==> config.mk <==
export PLATFORM = sky130hd
export DESIGN_NAME = deck_controller_flat
export DESIGN_NICKNAME = d
export VERILOG_FILES = /design/src/rtl/deck_controller_if.sv /design/src/rtl/deck_controller.sv /design/src/flat_wrapper.sv
export SDC_FILE = /design/constraint.sdc
export NUM_CORES = 1
export LEC_CHECK = 0
export CAP_MARGIN = 20
export CORE_UTILIZATION = 58
export DETAILED_ROUTE_END_ITERATION = 16
export DONT_BUFFER_PORTS = 1
export GPL_ROUTABILITY_DRIVEN = 0
export PLACE_DENSITY = 0.74
export SLEW_MARGIN = 20
export SYNTH_ARGS = -nofsm -noshare
export SYNTH_HDL_FRONTEND = slang
export SYNTH_SLANG_ARGS = --single-unit
==> constraint.sdc <==
create_clock -name clk -period 5.9 [get_ports clk]
set_clock_uncertainty 0.1 [all_clocks]
set_input_delay 0.295 -clock clk [delete_from_list [all_inputs] [get_ports clk]]
set_output_delay 0.295 -clock clk [all_outputs]
set_load 0.1 [all_outputs]
==> src/rtl/deck_controller_if.sv <==
// Deck controller bus: game requests, Shuffler handshake and the RAM port.
// master = game FSM / Shuffler / RAM side, slave = deck_controller.
interface deck_controller_if #(
  parameter int unsigned ADDR_W = 6,
  parameter int unsigned DATA_W = 4
);
  logic              new_game;
  logic              deal_req;
  logic              deal_ack;
  logic [DATA_W-1:0] card;
  logic              deck_empty;
  logic              busy;
  logic              act_shuffler;
  logic [ADDR_W-1:0] addr_j;
  logic              shuffled;
  logic [ADDR_W-1:0] shf_addr_i;
  logic [ADDR_W-1:0] shf_addr;
  logic [DATA_W-1:0] shf_data;
  logic              shf_mem_clk;
  logic              shf_write;
  logic [ADDR_W-1:0] mem_addr;
  logic [DATA_W-1:0] mem_data;
  logic              mem_clk;
  logic              write;
  logic [DATA_W-1:0] mem_rd_data;

  modport master (
    output new_game, deal_req, shuffled, shf_addr_i, shf_addr, shf_data,
           shf_mem_clk, shf_write, mem_rd_data,
    input  deal_ack, card, deck_empty, busy, act_shuffler, addr_j,
           mem_addr, mem_data, mem_clk, write
  );

  modport slave (
    input  new_game, deal_req, shuffled, shf_addr_i, shf_addr, shf_data,
           shf_mem_clk, shf_write, mem_rd_data,
    output deal_ack, card, deck_empty, busy, act_shuffler, addr_j,
           mem_addr, mem_data, mem_clk, write
  );
endinterface

==> src/rtl/deck_controller.sv <==
// Deck RAM sequencer: ordered init, Shuffler supervision, single-card deals.
// Optional feature macro: AUTO_RESHUFFLE_EN (deal request on empty deck reshuffles).
module deck_controller #(
  parameter int unsigned       DECK_SIZE = 52,
  parameter int unsigned       ADDR_W    = 6,
  parameter int unsigned       DATA_W    = 4,
  parameter logic [ADDR_W-1:0] LFSR_SEED = 6'h2D
) (
  input logic              clk,
  input logic              rst_n,
  deck_controller_if.slave bus
);

  localparam int unsigned       PTR_W     = ADDR_W + 1;
  localparam logic [ADDR_W-1:0] LAST_ADDR = ADDR_W'(DECK_SIZE - 1);
  localparam logic [ADDR_W-1:0] DECK_A    = ADDR_W'(DECK_SIZE);
  localparam logic [PTR_W-1:0]  DECK_END  = PTR_W'(DECK_SIZE);
  localparam logic [DATA_W-1:0] MAX_RANK  = DATA_W'(13);
  localparam logic [DATA_W-1:0] ACE       = DATA_W'(1);

  typedef enum logic [2:0] {
    IDLE, INIT_SETUP, INIT_WRITE, SHUF_RUN, READY, DEAL_SETUP, DEAL_READ, DEAL_CAP
  } state_t;

  state_t            state;
  logic [ADDR_W-1:0] init_ptr;
  logic [PTR_W-1:0]  dptr;
  logic [ADDR_W-1:0] lfsr;
  logic [ADDR_W-1:0] j_next;
  logic [ADDR_W-1:0] prev_addr_i;
  logic [ADDR_W-1:0] addr_j_q;
  logic [ADDR_W-1:0] mem_addr_q;
  logic [DATA_W-1:0] mem_data_q;
  logic              mem_clk_q;
  logic              write_q;
  logic              deal_ack_q;
  logic [DATA_W-1:0] card_q;
  logic              deck_empty_q;
  logic              busy_q;
  logic              act_q;
  logic              shuf_own;
`ifdef AUTO_RESHUFFLE_EN
  logic              pending_q;
`endif

  // Free-running x^6+x^5+1 swap-address source
  always_ff @(posedge clk or negedge rst_n) begin
    if (!rst_n) lfsr <= LFSR_SEED;
    else        lfsr <= {lfsr[ADDR_W-2:0], lfsr[ADDR_W-1] ^ lfsr[ADDR_W-2]};
  end

  // Fold 52..63 back into range; a single subtract suffices since 63-52 < 52
  assign j_next = (lfsr >= DECK_A) ? lfsr - DECK_A : lfsr;

  always_ff @(posedge clk or negedge rst_n) begin
    if (!rst_n) begin
      state        <= IDLE;
      init_ptr     <= '0;
      dptr         <= '0;
      prev_addr_i  <= '0;
      addr_j_q     <= '0;
      mem_addr_q   <= '0;
      mem_data_q   <= '0;
      mem_clk_q    <= 1'b0;
      write_q      <= 1'b0;
      deal_ack_q   <= 1'b0;
      card_q       <= '0;
      deck_empty_q <= 1'b0;
      busy_q       <= 1'b0;
      act_q        <= 1'b0;
`ifdef AUTO_RESHUFFLE_EN
      pending_q    <= 1'b0;
`endif
    end else begin
      deal_ack_q <= 1'b0;
      if (bus.new_game) begin
        // New game overrides everything, including an in-flight deal
        state      <= INIT_SETUP;
        init_ptr   <= '0;
        mem_addr_q <= '0;
        mem_data_q <= ACE;
        write_q    <= 1'b1;
        mem_clk_q  <= 1'b0;
        act_q      <= 1'b0;
        busy_q     <= 1'b1;
`ifdef AUTO_RESHUFFLE_EN
        pending_q  <= 1'b0;
`endif
      end else begin
        case (state)
          IDLE: ;
          INIT_SETUP: begin
            mem_clk_q <= 1'b1;
            state     <= INIT_WRITE;
          end
          INIT_WRITE: begin
            mem_clk_q <= 1'b0;
            if (init_ptr != LAST_ADDR) begin
              init_ptr   <= init_ptr + 1'b1;
              mem_addr_q <= init_ptr + 1'b1;
              mem_data_q <= (mem_data_q == MAX_RANK) ? ACE : mem_data_q + 1'b1;
              state      <= INIT_SETUP;
            end else begin
              write_q      <= 1'b0;
              mem_addr_q   <= '0;
              mem_data_q   <= '0;
              act_q        <= 1'b1;
              dptr         <= '0;
              deck_empty_q <= 1'b0;
              addr_j_q     <= j_next;
              prev_addr_i  <= bus.shf_addr_i;
              state        <= SHUF_RUN;
            end
          end
          SHUF_RUN: begin
            // New J only when the Shuffler moves on to its next I
            if (bus.shf_addr_i != prev_addr_i) begin
              addr_j_q    <= j_next;
              prev_addr_i <= bus.shf_addr_i;
            end
            if (bus.shuffled) begin
              act_q <= 1'b0;
`ifdef AUTO_RESHUFFLE_EN
              if (pending_q) begin
                pending_q  <= 1'b0;
                mem_addr_q <= ADDR_W'(dptr);
                state      <= DEAL_SETUP;
              end else begin
                busy_q <= 1'b0;
                state  <= READY;
              end
`else
              busy_q <= 1'b0;
              state  <= READY;
`endif
            end
          end
          READY: begin
            if (bus.deal_req) begin
              if (!deck_empty_q) begin
                mem_addr_q <= ADDR_W'(dptr);
                busy_q     <= 1'b1;
                state      <= DEAL_SETUP;
              end
`ifdef AUTO_RESHUFFLE_EN
              else begin
                act_q        <= 1'b1;
                dptr         <= '0;
                deck_empty_q <= 1'b0;
                pending_q    <= 1'b1;
                busy_q       <= 1'b1;
                addr_j_q     <= j_next;
                prev_addr_i  <= bus.shf_addr_i;
                state        <= SHUF_RUN;
              end
`endif
            end
          end
          DEAL_SETUP: begin
            mem_clk_q <= 1'b1;
            state     <= DEAL_READ;
          end
          DEAL_READ: begin
            mem_clk_q <= 1'b0;
            state     <= DEAL_CAP;
          end
          DEAL_CAP: begin
            card_q       <= bus.mem_rd_data;
            deal_ack_q   <= 1'b1;
            dptr         <= dptr + 1'b1;
            deck_empty_q <= ((dptr + 1'b1) == DECK_END);
            mem_addr_q   <= '0;
            busy_q       <= 1'b0;
            state        <= READY;
          end
          default: state <= IDLE;
        endcase
      end
    end
  end

  // Shuffler owns the RAM port combinationally while it runs
  assign shuf_own = (state == SHUF_RUN);

  assign bus.mem_addr     = shuf_own ? bus.shf_addr    : mem_addr_q;
  assign bus.mem_data     = shuf_own ? bus.shf_data    : mem_data_q;
  assign bus.mem_clk      = shuf_own ? bus.shf_mem_clk : mem_clk_q;
  assign bus.write        = shuf_own ? bus.shf_write   : write_q;
  assign bus.deal_ack     = deal_ack_q;
  assign bus.card         = card_q;
  assign bus.deck_empty   = deck_empty_q;
  assign bus.busy         = busy_q;
  assign bus.act_shuffler = act_q;
  assign bus.addr_j       = addr_j_q;

endmodule

==> src/flat_wrapper.sv <==
// flat-port wrapper written by rule: the top's interface ports become plain ports
module deck_controller_flat 
#(
  parameter int unsigned       DECK_SIZE = 52,
  parameter int unsigned       ADDR_W    = 6,
  parameter int unsigned       DATA_W    = 4,
  parameter logic [ADDR_W-1:0] LFSR_SEED = 6'h2D
)
  (clk, rst_n, bus_new_game, bus_deal_req, bus_shuffled, bus_shf_addr_i, bus_shf_addr, bus_shf_data, bus_shf_mem_clk, bus_shf_write, bus_mem_rd_data, bus_deal_ack, bus_card, bus_deck_empty, bus_busy, bus_act_shuffler, bus_addr_j, bus_mem_addr, bus_mem_data, bus_mem_clk, bus_write);
  deck_controller_if #(.ADDR_W(ADDR_W), .DATA_W(DATA_W)) bus_i ();
  input logic clk;
  input logic rst_n;
  input wire logic [$bits(bus_i.new_game)-1:0] bus_new_game;
  input wire logic [$bits(bus_i.deal_req)-1:0] bus_deal_req;
  input wire logic [$bits(bus_i.shuffled)-1:0] bus_shuffled;
  input wire logic [$bits(bus_i.shf_addr_i)-1:0] bus_shf_addr_i;
  input wire logic [$bits(bus_i.shf_addr)-1:0] bus_shf_addr;
  input wire logic [$bits(bus_i.shf_data)-1:0] bus_shf_data;
  input wire logic [$bits(bus_i.shf_mem_clk)-1:0] bus_shf_mem_clk;
  input wire logic [$bits(bus_i.shf_write)-1:0] bus_shf_write;
  input wire logic [$bits(bus_i.mem_rd_data)-1:0] bus_mem_rd_data;
  output wire logic [$bits(bus_i.deal_ack)-1:0] bus_deal_ack;
  output wire logic [$bits(bus_i.card)-1:0] bus_card;
  output wire logic [$bits(bus_i.deck_empty)-1:0] bus_deck_empty;
  output wire logic [$bits(bus_i.busy)-1:0] bus_busy;
  output wire logic [$bits(bus_i.act_shuffler)-1:0] bus_act_shuffler;
  output wire logic [$bits(bus_i.addr_j)-1:0] bus_addr_j;
  output wire logic [$bits(bus_i.mem_addr)-1:0] bus_mem_addr;
  output wire logic [$bits(bus_i.mem_data)-1:0] bus_mem_data;
  output wire logic [$bits(bus_i.mem_clk)-1:0] bus_mem_clk;
  output wire logic [$bits(bus_i.write)-1:0] bus_write;
  assign bus_i.new_game = bus_new_game;
  assign bus_i.deal_req = bus_deal_req;
  assign bus_i.shuffled = bus_shuffled;
  assign bus_i.shf_addr_i = bus_shf_addr_i;
  assign bus_i.shf_addr = bus_shf_addr;
  assign bus_i.shf_data = bus_shf_data;
  assign bus_i.shf_mem_clk = bus_shf_mem_clk;
  assign bus_i.shf_write = bus_shf_write;
  assign bus_i.mem_rd_data = bus_mem_rd_data;
  assign bus_deal_ack = bus_i.deal_ack;
  assign bus_card = bus_i.card;
  assign bus_deck_empty = bus_i.deck_empty;
  assign bus_busy = bus_i.busy;
  assign bus_act_shuffler = bus_i.act_shuffler;
  assign bus_addr_j = bus_i.addr_j;
  assign bus_mem_addr = bus_i.mem_addr;
  assign bus_mem_data = bus_i.mem_data;
  assign bus_mem_clk = bus_i.mem_clk;
  assign bus_write = bus_i.write;
  deck_controller #(.DECK_SIZE(DECK_SIZE), .ADDR_W(ADDR_W), .DATA_W(DATA_W), .LFSR_SEED(LFSR_SEED)) u_core (.clk(clk), .rst_n(rst_n), .bus(bus_i));
endmodule
==> results of run 1 <==
## area by class of cell
class	count	area, um2	area share
Clock buffer	6	72.6	0.0231
Timing Repair Buffer	6	77.6	0.0247
Inverter	11	41.3	0.0131
Sequential cell	54	1360	0.432
Multi-Input combinational cell	209	1470	0.469
Clock inverter	2	37.5	0.0119
Tap cell	67	83.8	0.0267
## worst max-delay path by stage
| stage | from | endpoint |
|---|---|---|
| 6_report | u_core.state[2] | bus_mem_addr[1] |
| 5_1_grt | u_core.state[2] | bus_mem_addr[5] |
| 4_1_cts | u_core.state[2] | bus_mem_addr[1] |
| 3_5_place_dp | u_core.state[2] | bus_mem_addr[1] |
| 3_3_place_gp | u_core.state[2] | bus_mem_addr[2] |
| 2_1_floorplan | u_core.state[2] | bus_mem_addr[0] |
## layer usage
layer / part of all wire / track usage
met1: 0.45 / 0.324
met2: 0.47 / 0.354
met3: 0.069 / 0.0466
met4: 0.0075 / 0.0641
met5: 0 / 0
## cell families (layout without fill, tap and decap cells)
group,count (synthesis),in the layout
muxes,26,26
buffers and inverters,30,25
AOI/OAI and AO/OA,75,75
and+or+nand+nor,84,84
xor gates and xnor gates,16,16
DFF,54,54
adders and majority gates,8,8
## Yosys cell counts (5+ instances only)
cell     count
ha_1         8
o21ai_0     19
buf_2        6
mux2_2      24
xor2_1      10
inv_1       10
xnor2_1      6
nand2_1     31
o31ai_1      8
nor2b_1      7
a21oi_1     19
dfrtp_1     50
nor3_1       6
nor2_1      12
nand3_1      5
## critical path, stage by stage, from the launching register on
cell,delay (ps)
dfrtp_1,570
nor2b_1,350
nand2_1,400
mux2_2,700
## report_power, final
part,internal (mW),switching [mW],total [mW]
registers,0.401,0.0724,0.473
clock network,0.127,0.115,0.242
logic,0.0554,0.117,0.173
total,0.583,0.305,0.888
## registers in the layout, indices dropped and copies added, names as in the netlist
signal / flops
u_core.write_q: 1
u_core.bus.busy: 1
u_core.prev_addr_i: 6
u_core.mem_data_q: 4
u_core.init_ptr: 6
u_core.dptr: 7
u_core.bus.deck_empty: 1
u_core.mem_clk_q: 1
u_core.state: 3
u_core.bus.card: 4
u_core.lfsr: 6
u_core.bus.addr_j: 6
u_core.mem_addr_q: 6
u_core.bus.act_shuffler: 1
u_core.bus.deal_ack: 1
==> results.txt, run 1 <==
- The run finished with clean final reports.
- Area fraction in compound gates after synthesis: 0.168
- In the synthesized netlist, the number of instances is about 290.
- The min-delay analysis places its worst path in the category in2reg.
* Internal reg-to-reg setup slack: 3600 ps
- TritonCTS built the clock tree.
- After synthesis, the share of cell area in mux cells is 0.0974.
* Worst r2r src: u_core.init_ptr[0]
- Number of distinct library cells after synthesis: 58
* Fin util: 0.652
* Number of global-route vias before repair: 1986
- Of the available clock period, the critical path in the final layout requires 0.464.
- After synthesis, the largest family of logic cells by area is compound AO/OA/AOI/OAI gates.
- When the netlist entered floorplanning its net count stood at 328.
- Slew Limit Fails: 0
- Dominant cell type by area after synthesis: dfrtp_1
* Synth async-reset ratio: 1.00
- The die covers 5430 um2.
* Worst Hold End: u_core.bus.card[2]
- Level count of the clock H-tree: 2
- Before CTS, the worst setup slack after placement is 3500 ps.
- Post-Synth Simple-Gate Area: 0.149
- Clock slew at reported path FFs: 100 ps
- STA classifies the critical path endpoint as an output port.
- Buffers added to address setup during post-CTS repair amount to 0.
- Seq/Total Area, Yosys: 0.455
* Static power due to leakage: approximately 1.4 nW
- The number of antenna diodes in the final layout is 0.
* Row count: 25
- The worst hold path passes through 2 cells.
- In this run the horizontal extent of the chip is between 70 and 80 um.
* Worst hold slack: 8.78 ps
- After detailed routing, the number of vias per cell comes to 6.08.
- Finish-stage setup viols: 0
- Top flip-flop cell by instance count after synthesis: dfrtp_1
- Placed Area: between 2000 and 3000 um2
- In the final design database the tool counted 322 nets.
* Die span in y: ~74 um
- At the worst endpoint, the required time is 5510 ps.
- Initial antenna violation count: 0
* Synthesis Warnings: 0
* Worst Max-Slew Pin Slew: between 900 and 1000 ps
- The worst pin sits at a relative slew slack of 0.349.
- Synth Register Bits: 54
* Commonest non-fill, non-tap cells in the layout: 50 x dfrtp_1, 31 x nand2_1, 24 x mux2_2, 19 x o21ai_0, 19 x a21oi_1
* Routed vias: 2158
- Hold Fails Final Rpt: 0
- GRT Overall Usage: 0.228
* Power after layout: 0.888 mW
* Total instance count after detailed placement: ~340
- Wire length of the first global-routing pass: 9380 um
- Largest fanout on the critical path: 17
* Antenna Nets Post-Route: 0
* Cts-stage hold buffer count: 6
- HPWL after detailed placement: 3870 um
- The worst-case IR drop observed on VDD is 0.000187 V.
* Pin count of the biggest net entering global routing: 55
- Post-route standard cell area excluding fillers: 3140 um2
- For this design the ratio of total power to cell area is 282 nW/um2.
* TritonCTS Sinks: 54
- Final Non-Filler Cells: about 360
- Of the total synthesized cell area, the portion taken by XOR and XNOR cells is 0.0470.
- Insertion delay to the later sink of the worst-skew pair: 300 ps
- After detailed routing, the number of remaining DRC violations is 0.
- Leading post-synthesis cells by cell area: dfrtp_1 42%, mux2_2 9.1%, nand2_1 3.9%
* Sum of negative setup slack: 0 ps
- Netlist area before placement: 2980 um2
- The filler cells instantiated in the layout total 422.
* Core region area: 4820 um2
- Top-level I/O count: 53
* Worst Path Class, Setup: reg2out
* Number of buffers on the longest clock path: 2
* Synth Area in Adders: 0.0336
* Routed wirelength normalized by instance count: ~16 um
- The routed design has 5720 um of wire.
- After global routing the overflow that remains totals 0.
- RSZ-0062 raised after global routing: false
- The initial utilization of the core area, before any placement, comes to 0.618.
- Worst Path Arrival: 2340 ps
- The library cell used most frequently in the layout, excluding fill and tap cells, is dfrtp_1.
- Across the run, the number of max-cap violations was 0.
* Number of buffers created by CTS: 5
- Post-cts gate resize count: 0
- Each instance of the synthesized netlist takes up on average just over 10 um2.
* Highest Clock Rate: 0.365 GHz
* Terminus of the critical flop-to-flop path: u_core.bus.addr_j[2]
* FF-to-FF path depth: 5
- Number of buffers inserted by port buffering: 0
* Share of the synthesized area in the top cell type: 0.420
- The first detailed-routing pass took 4 iterations.
* Fin worst setup slack: 3160 ps
- Critical Path Source Type: register
* Area growth, synth to finish: 5.46%
- Hold path startpoint: bus_mem_rd_data[2]
- The smallest clock period supported by the final layout is computed as 2740 ps.
* Share of final-layout standard cells stronger than drive strength 1: 0.153
- After the first detailed-routing iteration, the DRC count stood at 161.
* Root buf cell: clkbuf_8
- EDFF count, synth: 0
Note: power is estimated with default switching activity, not from simulation.
==> run 2: changes to the inputs <==
--- a/config.mk
+++ b/config.mk
@@ -6,11 +6,11 @@
 export NUM_CORES = 1
 export LEC_CHECK = 0
 export CAP_MARGIN = 20
-export CORE_UTILIZATION = 58
+export CORE_UTILIZATION = 57
 export DETAILED_ROUTE_END_ITERATION = 16
 export DONT_BUFFER_PORTS = 1
 export GPL_ROUTABILITY_DRIVEN = 0
-export PLACE_DENSITY = 0.74
+export PLACE_DENSITY = 0.75
 export SLEW_MARGIN = 20
 export SYNTH_ARGS = -nofsm -noshare
 export SYNTH_HDL_FRONTEND = slang
==> constraint.sdc (replaced) <==
create_clock -name clk -period 2.5 [get_ports clk]
set_clock_uncertainty 0.1 [all_clocks]
set_input_delay 0.125 -clock clk [delete_from_list [all_inputs] [get_ports clk]]
set_output_delay 0.125 -clock clk [all_outputs]
set_load 0.1 [all_outputs]
==> run 2 against run 1 <==
Against the previous run:
- register-to-register slack got worse by 3400 ps
- clock power rose to 2.5 times the previous value
- non-clock buffer count rose by 32
- sequential share of layout area fell by 5.1 points
- sequential cell count did not move
- via count rose by 7.7%
- power rose to 2.6 times the previous value
- highest routed layer unchanged
- core utilization rose by 7.7 points
- critical path depth rose by 2
- design area rose by 13%
- wire length rose by 13%
- setup slack got worse by 3000 ps
==> results.txt, run 2 (synthesized netlist as in run 1, its figures left out) <==
- The run finished with clean final reports.
- Critical Path Source Type: primary input
- GRT Overall Usage: 0.255 (+0.0275)
- Power density cells: 640 nW/um2 (+130%)
- The total CTS buffers is 5 (unchanged).
- In this run the critical register-to-register path is captured at u_core.bus.addr_j[5].
- The power after layout came to 2.28 mW (+160%).
* Initial antenna violation count: 0 (unchanged)
- Routed vias: 2325 (+7.7%)
- The number of antenna repair diodes was 0 (unchanged).
* Number of buffers inserted by post-CTS setup repair: 0 (unchanged)
* Top register by number of flip-flops: u_core.dptr
- The combinational cell fraction of total power is 0.286 (+0.091).
- Post-detailed-route via-to-cell ratio: 6.01 (-1.2%)
* First-iteration detailed-routing DRC count: 176 (+9.3%)
- The number of nets with antenna violations after routing was 0 (unchanged).
* Clock Power Share: 0.267 (-0.005)
- The final instance count without filler cells was 387 (+9.0%).
- GRT overflow: 0 (unchanged)
- Clock tree from TritonCTS: yes
* Largest voltage drop on the vdd net: 0.000521 V (+180%)
- From synthesis to final layout, the design area changed by 19.4%.
* TritonCTS Sinks: 54 (unchanged)
- Share of final-layout standard cells stronger than drive strength 1: 0.216 (+0.0628)
- Most common cell after layout, fill and taps aside: dfrtp_1
- Hold path startpoint: bus_new_game
* Cell internal pwr: 1.49 mW (+160%)
- The maximum number of pins on one net before global-route repair came to 55 (unchanged).
- The core area came to 4880 um2 (+1.3%).
- Top-level I/O count: 53 (unchanged)
* Cts-stage hold buffer count: 14 (+8)
* Worst Max-Slew Pin Slew: 933 ps (-43.2 ps)
- # Max-Cap Violations: 0 (unchanged)
- Data required time at the worst endpoint: 2600 ps (-2910 ps)
- Cell type group with the largest total delay on the critical path: buffers and inverters
- Met3 Usage GRT: 0.0569 (+0.0103)
- The port buffer count is 0 (unchanged).
- Sum of negative setup slack: 0 ps (unchanged)
- The wire length of the first global-routing pass is 10600 um (+13%).
- The worst-skew pair later-pin latency came to 320 ps (+20 ps).
* Hold Fails Final Rpt: 0 (unchanged)
- The share of power burned in registers was 0.447 (-0.086).
* Switching Power: 0.788 mW (+160%)
* Final critical path time including I/O delays and setup: about 2400 ps
* Worst min-delay path class: in2reg
- Die Wd: 74.3 um (+0.85%)
- Level count of the clock H-tree: 2 (unchanged)
- The final critical-path setup slack was 123 ps (-3040 ps).
* Met1 usage: 0.340 (+0.0161)
- Total instance count after detailed placement: 365 (+7.0%)
- Static power due to leakage: 1.60 nW (+15%)
- Worst r2r src: u_core.init_ptr[0]
* Number of global-route vias before repair: 2206 (+11%)
* Setup Slack @ Placement: 236 ps (-3260 ps)
- The smallest hold slack was 56.0 ps (+47.2 ps).
- Number of buffers on the longest clock path: 2 (unchanged)
* Worst Hold End: u_core.dptr[5]
* Number of design rule violations left after detail routing: 0 (unchanged)
- Clock slew at reported path FFs: 100 ps (about the same)
* HPWL after detailed placement: 4340 um (+12%)
- The number of nets in the final layout came to 354 (+9.9%).
* Commonest non-fill, non-tap cells in the layout: 50 x dfrtp_1, 31 x nand2_1, 24 x mux2_2, 19 x o21ai_0, 19 x a21oi_1
* Die span in y: 74.3 um (+0.85%)
- Post-Route WL: 6460 um (+13%)
- The number of cells on the worst hold path was 3 (+1).
- The number of core rows is 25 (unchanged).
* Share of total power consumed by net switching: 0.346 (+0.00246)
* Layer carrying the most global-route usage: met2
* Internal reg-to-reg setup slack: 190 ps (-3410 ps)
- RSZ-0062 raised after global routing: false
- The number of filler instances in the final layout is 348 (-18%).
- Worst relative slew slack: 0.378 (+0.0288)
* Crit path cell chain: dlygate4sd3_1, inv_1, nand2_1, a211o_1, mux2_2
- Number of search-and-repair iterations in the first detailed-routing pass: 4 (unchanged)
- The number of resized instances in the post-cts repair step came to 0 (unchanged).
- The flip-flop count of the largest register, all copies and words added was 7 (unchanged).
* FF-to-FF path depth: 5 (unchanged)
- The arrival time reported for the critical path endpoint is 2480 ps (+140 ps).
- The register area came to 1360 um2 (unchanged).
* Area occupied by multi-input gates: 1470 um2 (unchanged)
- The cell sitting at the root of the clock tree is a clkbuf_8.
* Die area: 5520 um2 (+1.7%)
- GR met2 Demand/Resource: 0.411 (+0.0574)
* Initial Utilization: 0.611 (-0.00793)
* Finish-stage setup viols: 0 (unchanged)
- Crit share post-route: 0.951
- Number of buffer and inverter instances along the worst setup path: 2 (+2)
- Nature of the critical path endpoint: register
* Slew Limit Fails: 0 (unchanged)
- Largest fanout on the critical path: 19 (+2)
- Peak per-stage delay on the critical path: 1040 ps (+340 ps)
- On the critical path, the stage with the largest delay is an instance of dlygate4sd3_1.
- The critical path is of the in2reg type.
* Routed wirelength normalized by instance count: 16.7 um (+3.5%)
* Highest Clock Rate: 0.421 GHz
## run 2: changes by cell type in the layout (fill, tap and decap cells not counted)
cell           before  now
buf_12              0   12
buf_4               0   12
clkbuf_1            1    0
clkinv_4            0    1
clkinvlp_4          1    0
dlygate4sd3_1       5   13
inv_6               0    1
## run 2: final cells by class
type                       instances  share of cell area
timing repair buffer              38               0.137
sequential                        54               0.381
clock buffer                       5              0.0193
multi-input combinational        209               0.414
inverter                          11              0.0116
clock inverter                     3              0.0134
tap                               67              0.0236
## run 2: worst max-delay path by stage
stage,from,end,slack (ps),depth (start not counted)
after floorplan,u_core.dptr[0],u_core.bus.deck_empty,500,6
after global placement,u_core.init_ptr[0],u_core.bus.addr_j[1],320,5
after detailed placement,u_core.init_ptr[0],u_core.bus.addr_j[5],240,5
after CTS,bus_new_game,u_core.bus.addr_j[5],180,5
after global routing,bus_new_game,u_core.bus.addr_j[5],50,5
final,bus_new_game,u_core.bus.addr_j[5],120,5
## run 2: metal layers
metal | vias up | wire length (um)
met5 | - | 0
met2 | 95 | 3150
met4 | 0 | 104
li1 | 1103 | -
met3 | 11 | 424
met1 | 1116 | 2780
## run 2: per-stage QoR
stage | utilization | cell area [um2]
after global routing | 0.729 | 3560
after floorplan | - | 2980
after global placement | 0.673 | 3280
final | 0.729 | 3560
after CTS | 0.729 | 3560
after detailed placement | 0.673 | 3280
## run 2: power by group through the flow
stage	clock (mW)	combinational (mW)	sequential, mW
6_report	0.608	0.650	1.02
5_1_grt	0.654	0.685	1.03
4_1_cts	0.620	0.651	1.01
3_5_place_dp	0	0.603	1.03
3_3_place_gp	0	0.597	1.03
2_1_floorplan	0	0.366	1.10
## run 2: tightest hold or removal path, cell delays in order
cell	delay [ps]
nand4b_1	80
buf_4	160
o2bb2ai_1	70
